<file path="src/rtl/ecc_sed_pkg.sv">
// Shared single-error-detect parity definitions, used by the encoder here and by
// the downstream decoder/checker.
package ecc_sed_pkg;

  localparam int DATA_W = 12;
  localparam int CW_W   = DATA_W + 1;

  typedef logic [CW_W-1:0] codeword_t;

  // Even parity: the resulting {parity, data} always carries an even number of ones.
  function automatic logic sed_parity(input logic [DATA_W-1:0] data);
    return ^data;
  endfunction

endpackage

</file>
<file path="src/rtl/ecc_sed_enc_arbiter_if.sv">
// Requester and downstream signals of the shared SED encoder, bundled for port use.
interface ecc_sed_enc_arbiter_if #(
  parameter int NUM_REQ = 4,
  parameter int DATA_W  = 12,
  parameter int CNT_W   = 16
);
  localparam int SRC_W = $clog2(NUM_REQ);

  logic [NUM_REQ-1:0]        req_valid;
  logic [NUM_REQ*DATA_W-1:0] req_data;
  logic [NUM_REQ-1:0]        req_ready;
  logic                      out_valid;
  logic                      out_ready;
  logic [DATA_W:0]           out_codeword;
  logic [SRC_W-1:0]          out_src;
  logic [CNT_W-1:0]          enc_count;

  modport master (
    output req_valid, req_data, out_ready,
    input  req_ready, out_valid, out_codeword, out_src, enc_count
  );

  modport slave (
    input  req_valid, req_data, out_ready,
    output req_ready, out_valid, out_codeword, out_src, enc_count
  );

endinterface

</file>
<file path="src/rtl/ecc_sed_parity_gen.sv">
// Combinational SED encoder: data -> {parity, data}.
module ecc_sed_parity_gen
  import ecc_sed_pkg::sed_parity;
#(
  parameter int DATA_W = 12
) (
  input  logic [DATA_W-1:0] data,
  output logic [DATA_W:0]   codeword
);

  // The shared package function is fixed at its own width; other widths reduce directly.
  generate
    if (DATA_W == ecc_sed_pkg::DATA_W) begin : g_pkg
      assign codeword = {sed_parity(data), data};
    end else begin : g_generic
      assign codeword = {^data, data};
    end
  endgenerate

endmodule

</file>
<file path="src/rtl/ecc_sed_enc_arbiter.sv">
// Round-robin arbiter sharing one SED parity encoder between NUM_REQ requesters,
// with a one-deep valid/ready output register.
module ecc_sed_enc_arbiter #(
  parameter int NUM_REQ = 4,
  parameter int DATA_W  = 12,
  parameter int CNT_W   = 16
) (
  input  logic                  clk,
  input  logic                  rst,
  ecc_sed_enc_arbiter_if.slave  bus
);

  localparam int SRC_W = $clog2(NUM_REQ);
  localparam int CW_W  = DATA_W + 1;

  logic [SRC_W-1:0]   rr_ptr;
  logic [SRC_W-1:0]   win;
  logic               found;
  logic [NUM_REQ-1:0] grant;
  logic [DATA_W-1:0]  win_data;
  logic [CW_W-1:0]    enc_cw;
  logic               slot_free;
  int                 idx;

  logic               vld_p0;
  logic [CW_W-1:0]    cw_p0;
  logic [SRC_W-1:0]   src_p0;
  logic [CNT_W-1:0]   enc_cnt;

  function automatic logic [CNT_W-1:0] sat_inc(input logic [CNT_W-1:0] c);
    return (&c) ? c : c + 1'b1;
  endfunction

  // Draining and refilling in the same cycle keeps one word per cycle.
  assign slot_free = !vld_p0 || bus.out_ready;

  // First pending requester at or after rr_ptr, wrapping; nothing granted when the slot is busy.
  always_comb begin
    grant    = '0;
    win      = '0;
    win_data = '0;
    found    = 1'b0;
    idx      = 0;
    if (slot_free) begin
      for (int off = 0; off < NUM_REQ; off++) begin
        idx = (int'(rr_ptr) + off) % NUM_REQ;
        if (!found && bus.req_valid[idx]) begin
          found      = 1'b1;
          win        = SRC_W'(idx);
          win_data   = bus.req_data[idx*DATA_W +: DATA_W];
          grant[idx] = 1'b1;
        end
      end
    end
  end

  ecc_sed_parity_gen #(.DATA_W(DATA_W)) u_parity_gen (
    .data     (win_data),
    .codeword (enc_cw)
  );

  // Stage p0: output register; codeword/src hold across stalls and drains.
  always_ff @(posedge clk or posedge rst) begin
    if (rst) begin
      vld_p0  <= 1'b0;
      cw_p0   <= '0;
      src_p0  <= '0;
      enc_cnt <= '0;
      rr_ptr  <= '0;
    end else if (found) begin
      vld_p0  <= 1'b1;
      cw_p0   <= enc_cw;
      src_p0  <= win;
      enc_cnt <= sat_inc(enc_cnt);
      rr_ptr  <= (win == SRC_W'(NUM_REQ - 1)) ? '0 : win + 1'b1;
    end else if (bus.out_ready) begin
      vld_p0  <= 1'b0;
    end
  end

  assign bus.req_ready    = grant;
  assign bus.out_valid    = vld_p0;
  assign bus.out_codeword = cw_p0;
  assign bus.out_src      = src_p0;
  assign bus.enc_count    = enc_cnt;

endmodule

</file>
<file path="src/flat_wrapper.sv">
// flat-port wrapper written by rule: the top's interface ports become plain ports
module ecc_sed_enc_arbiter_flat 
#(
  parameter int NUM_REQ = 4,
  parameter int DATA_W  = 12,
  parameter int CNT_W   = 16
)
  (clk, rst, bus_req_valid, bus_req_data, bus_out_ready, bus_req_ready, bus_out_valid, bus_out_codeword, bus_out_src, bus_enc_count);
  ecc_sed_enc_arbiter_if #(.NUM_REQ(NUM_REQ), .DATA_W(DATA_W), .CNT_W(CNT_W)) bus_i ();
  input  logic clk;
  input  logic rst;
  input wire logic [$bits(bus_i.req_valid)-1:0] bus_req_valid;
  input wire logic [$bits(bus_i.req_data)-1:0] bus_req_data;
  input wire logic [$bits(bus_i.out_ready)-1:0] bus_out_ready;
  output wire logic [$bits(bus_i.req_ready)-1:0] bus_req_ready;
  output wire logic [$bits(bus_i.out_valid)-1:0] bus_out_valid;
  output wire logic [$bits(bus_i.out_codeword)-1:0] bus_out_codeword;
  output wire logic [$bits(bus_i.out_src)-1:0] bus_out_src;
  output wire logic [$bits(bus_i.enc_count)-1:0] bus_enc_count;
  assign bus_i.req_valid = bus_req_valid;
  assign bus_i.req_data = bus_req_data;
  assign bus_i.out_ready = bus_out_ready;
  assign bus_req_ready = bus_i.req_ready;
  assign bus_out_valid = bus_i.out_valid;
  assign bus_out_codeword = bus_i.out_codeword;
  assign bus_out_src = bus_i.out_src;
  assign bus_enc_count = bus_i.enc_count;
  ecc_sed_enc_arbiter #(.NUM_REQ(NUM_REQ), .DATA_W(DATA_W), .CNT_W(CNT_W)) u_core (.clk(clk), .rst(rst), .bus(bus_i));
endmodule
</file>
<file path="config.mk">
export PLATFORM = sky130hd
export DESIGN_NAME = ecc_sed_enc_arbiter_flat
export DESIGN_NICKNAME = d
export VERILOG_FILES = /design/src/rtl/ecc_sed_pkg.sv /design/src/rtl/ecc_sed_enc_arbiter_if.sv /design/src/rtl/ecc_sed_parity_gen.sv /design/src/rtl/ecc_sed_enc_arbiter.sv /design/src/flat_wrapper.sv
export SDC_FILE = /design/constraint.sdc
export NUM_CORES = 1
export LEC_CHECK = 0
export ABC_CLOCK_PERIOD_IN_PS = 4700
export CAP_MARGIN = 20
export CORE_MARGIN = 8
export CORE_UTILIZATION = 66
export CTS_CLUSTER_SIZE = 30
export DETAILED_ROUTE_END_ITERATION = 10
export DONT_BUFFER_PORTS = 1
export HOLD_SLACK_MARGIN = 0.03
export PLACE_DENSITY = 0.91
export SYNTH_ARGS = -nofsm -noshare
export SYNTH_HDL_FRONTEND = slang
export SYNTH_SLANG_ARGS = --single-unit
export TNS_END_PERCENT = 50
</file>
<file path="constraint.sdc">
create_clock -name clk -period 4.7 [get_ports clk]
set_clock_uncertainty 0.2 [all_clocks]
set_input_delay 0 -clock clk [delete_from_list [all_inputs] [get_ports clk]]
set_output_delay 0 -clock clk [all_outputs]
set_load 0.02 [all_outputs]
</file>
==> results.cfg <==
[outcome]
outcome = completed

[setup_path]
crit_start = u_core.rr_ptr[0]
required_ps = 4680
critical_path_class = flip-flop to flip-flop
reg2reg_from = u_core.rr_ptr[0]
worstSetupStartpointType = flip-flop
worstPathMaxFanout = 40
r2r_cells = 14
arrival_ps = 4240
regToRegEndpoint = u_core.bus.out_codeword[12]
r2r_slack_ps = 430
cp-endpoint = u_core.bus.out_codeword[12]
cp-end-kind = flip-flop

[timing]
max_freq_mhz = 234
worst_slew_pin_slew_ps = 708
rsz0062_at_grt = no
max_slew_margin = 0.524
finalHoldViolations = 0
period_minus_slack_ps = 4270
fin_crit_sh = 0.908
finalSetupTns_ps = 0
drv_slew = 0
finalSetupViolCount = 0
whs_ps = 49.2

[clocking]
clockBufferDepth = 2
cts_inserted_buffers = 5
cts_setup_buffers = 0
cts_sinks = 34
cts-htree-levels = 2
clk_latency_ps = 290
path_clk_slew_ps = 70
cts_tree = built
cts_root_buf = clkbuf_8

[routing]
drt_iter0_markers = 920
firstDrtPassIters = 6
routed_wirelength_mm = 17.1
ant_nets = 0
via_count = 5268
wl_per_cell_um = 26.6
via_per_inst = 8.18
drc = 0

[floorplanning]
core_mm2 = 0.00777
die-width_um = 106
rows = 32
die-height_um = 106
dieArea_mm2 = 0.0112
ios = 91
initial_core_util = 0.685

[logic_synthesis]
synth-seq-cells = 34
netlist_area_mm2 = 0.00532
synth-edff-count = 0
syn_inst = 557
synthArstFlopShare = 1.00
yosys_warnings = 0
ys_seq_area_frac = 0.160
synth-main-ff-cell = dfrtp_1
syn-num-nets = 622
avgSynthCellArea_um2 = 9.55
synthDistinctLibCells = 56

[power]
peakVddDrop_uv = 536
cellLeakagePower_nw = 2.11
power.density_mw_per_mm2 = 886

[global_route]
grt_overflow_total = 0
grt_use_total = 0.294
grt_pass1_vias = 5188
antenna_found_initial = 0
grt_pass1_wl_mm = 27.0
grt_start_max_net_pins = 50

[finish]
diodes = 0
syn_to_final_growth_pct = 3.71
nets = 606
nFillCells = 532
drive_gt1_frac = 0.220

[flow_run]
maxCapViolCount = 0

[placed_design]
place_congestion = 1.12
port_buffers = 0
hpwlAfterDp_mm = 12.5

[hold_path]
min_path_type = input pin to async pin
## power breakdown
part	total [W]	switching (W)	internal (W)	leakage [nW]
sequential	0.000647	0.000239	0.000408	0.422
combinational	0.00402	0.00217	0.00185	1.64
clock	0.000222	0.000104	0.000118	0.0482
total	0.00489	0.00252	0.00237	2.11
## per-layer routing
| layer | share of wire | GRT usage | up-vias |
|---|---|---|---|
| met2 | 0.45 | 0.457 | 557 |
| met1 | 0.33 | 0.360 | 2435 |
| met3 | 0.17 | 0.102 | 115 |
| met5 | 0 | 0 | - |
| li1 | - | - | 2161 |
| met4 | 0.050 | 0.140 | 0 |
## critical path, cell delays in order (launching register included)
cell,delay [ps]
dfrtp_4,530
inv_1,170
ha_1,370
buf_6,350
mux4_2,390
dlygate4sd3_1,580
nor2_1,200
nor3_1,100
a311oi_1,270
nor3_1,140
xnor2_1,200
xnor3_1,250
xnor2_1,190
xnor2_1,130
nand2_1,60
## timing repair
item / in CTS / in global routing
hold endpoints to repair: 36 / 0
endpoints found under the setup margin: 0 / 1
hold buffers: 7 / 0
resized for setup: 0 / 2
## layout make-up
type                            count  area [µm²]  area share
Clock buffer                        7        86.3      0.0156
Clock inverter                      1        5.00    0.000907
Inverter                            7        26.3     0.00476
Multi-Input combinational cell    464        4180       0.757
Sequential cell                    34         855       0.155
Tap cell                          102         128      0.0231
Timing Repair Buffer               29         239      0.0433
## through the flow
stage	utilization	area, µm²	instances	power [W]	worst slack, ps
after global routing	0.711	5520	644	0.00517	140
after detailed placement	0.688	5350	629	0.00449	616
after CTS	0.709	5510	644	0.00474	297
after global placement	0.688	5350	629	0.00438	673
after floorplan	-	5320	557	0.00379	646
final	0.711	5520	644	0.00489	434
## worst min path at each step
stage | slack (ps) | endpoint | start
finish | 50 | u_core.bus.enc_count[7] | rst
global route | 100 | u_core.bus.enc_count[5] | rst
CTS | 40 | u_core.bus.out_codeword[3] | rst
detailed placement | -380 | u_core.bus.out_codeword[9] | rst
global placement | -390 | u_core.bus.out_codeword[0] | rst
floorplan | -60 | u_core.bus.enc_count[0] | rst
## sequential cells by signal, indices dropped and copies added, names as in the netlist
register / count
u_core.bus.enc_count: 16
u_core.rr_ptr: 2
u_core.bus.out_src: 2
u_core.bus.out_valid: 1
u_core.bus.out_codeword: 13
## cells in the final DEF, fill, tap and decap left out, types with 2 or more instances in the layout
cell type and count:
a22oi_1 16, nor2_1 37, nor3_1 13, and3_1 5, a311oi_1 4, a221oi_1 5, a22o_1 6, nor4_1 2
nand2_1 52, mux2_2 22, a32oi_1 6, inv_1 7, nor2b_1 15, a32o_1 2, clkbuf_8 6, nand4_1 3
a211oi_1 10, o21ai_0 23, a31oi_1 11, ha_1 10, dfrtp_1 33, nand3_1 16, mux2i_1 45, o221ai_1 4
buf_4 21, xnor2_1 17, dlygate4sd3_1 7, xor2_1 4, xnor3_1 2, mux4_2 60, o211ai_1 4, o22ai_1 7
a21oi_1 21, nand2b_1 7, a21o_1 12, nand3b_1 3
## logic make-up (layout without fill, tap and decap cells)
family          after synthesis  after routing  synth area share
simple gates                162            162             0.146
compound gates              142            142             0.186
mux                         127            127             0.385
buf+inv                      59             44            0.0562
flops                        34             34             0.160
xor+xnor                     23             23            0.0430
fa+ha+maj                    10             10            0.0235
## synthesized netlist by cell type (all sizes together), types with 2 or more instances
master / count / area (µm²)
a221oi: 5 / 43.8
a22o: 6 / 52.6
xor2: 4 / 35.0
nand3b: 3 / 22.5
nand4: 3 / 18.8
o21ai: 23 / 115
nor4: 3 / 18.8
mux2i: 45 / 450
nor3b: 2 / 20.0
mux4: 60 / 1350
nor3: 14 / 75.1
xnor3: 2 / 45.0
o22ai: 7 / 43.8
dfrtp: 34 / 851
mux2: 22 / 248
xnor2: 17 / 149
a21oi: 21 / 105
a32o: 2 / 20.0
o211ai: 4 / 30.0
a21o: 12 / 90.1
a311oi: 5 / 50.0
clkbuf: 17 / 63.8
nand2b: 7 / 43.8
inv: 7 / 26.3
a31oi: 11 / 68.8
and3: 5 / 31.3
a22oi: 16 / 120
ha: 10 / 125
nand3: 16 / 80.1
o221ai: 4 / 35.0
a211oi: 10 / 75.1
buf: 35 / 209
nor2b: 15 / 93.8
a32oi: 6 / 52.6
nor2: 38 / 143
nand2: 52 / 195
Power figures use the tool's default switching activity.
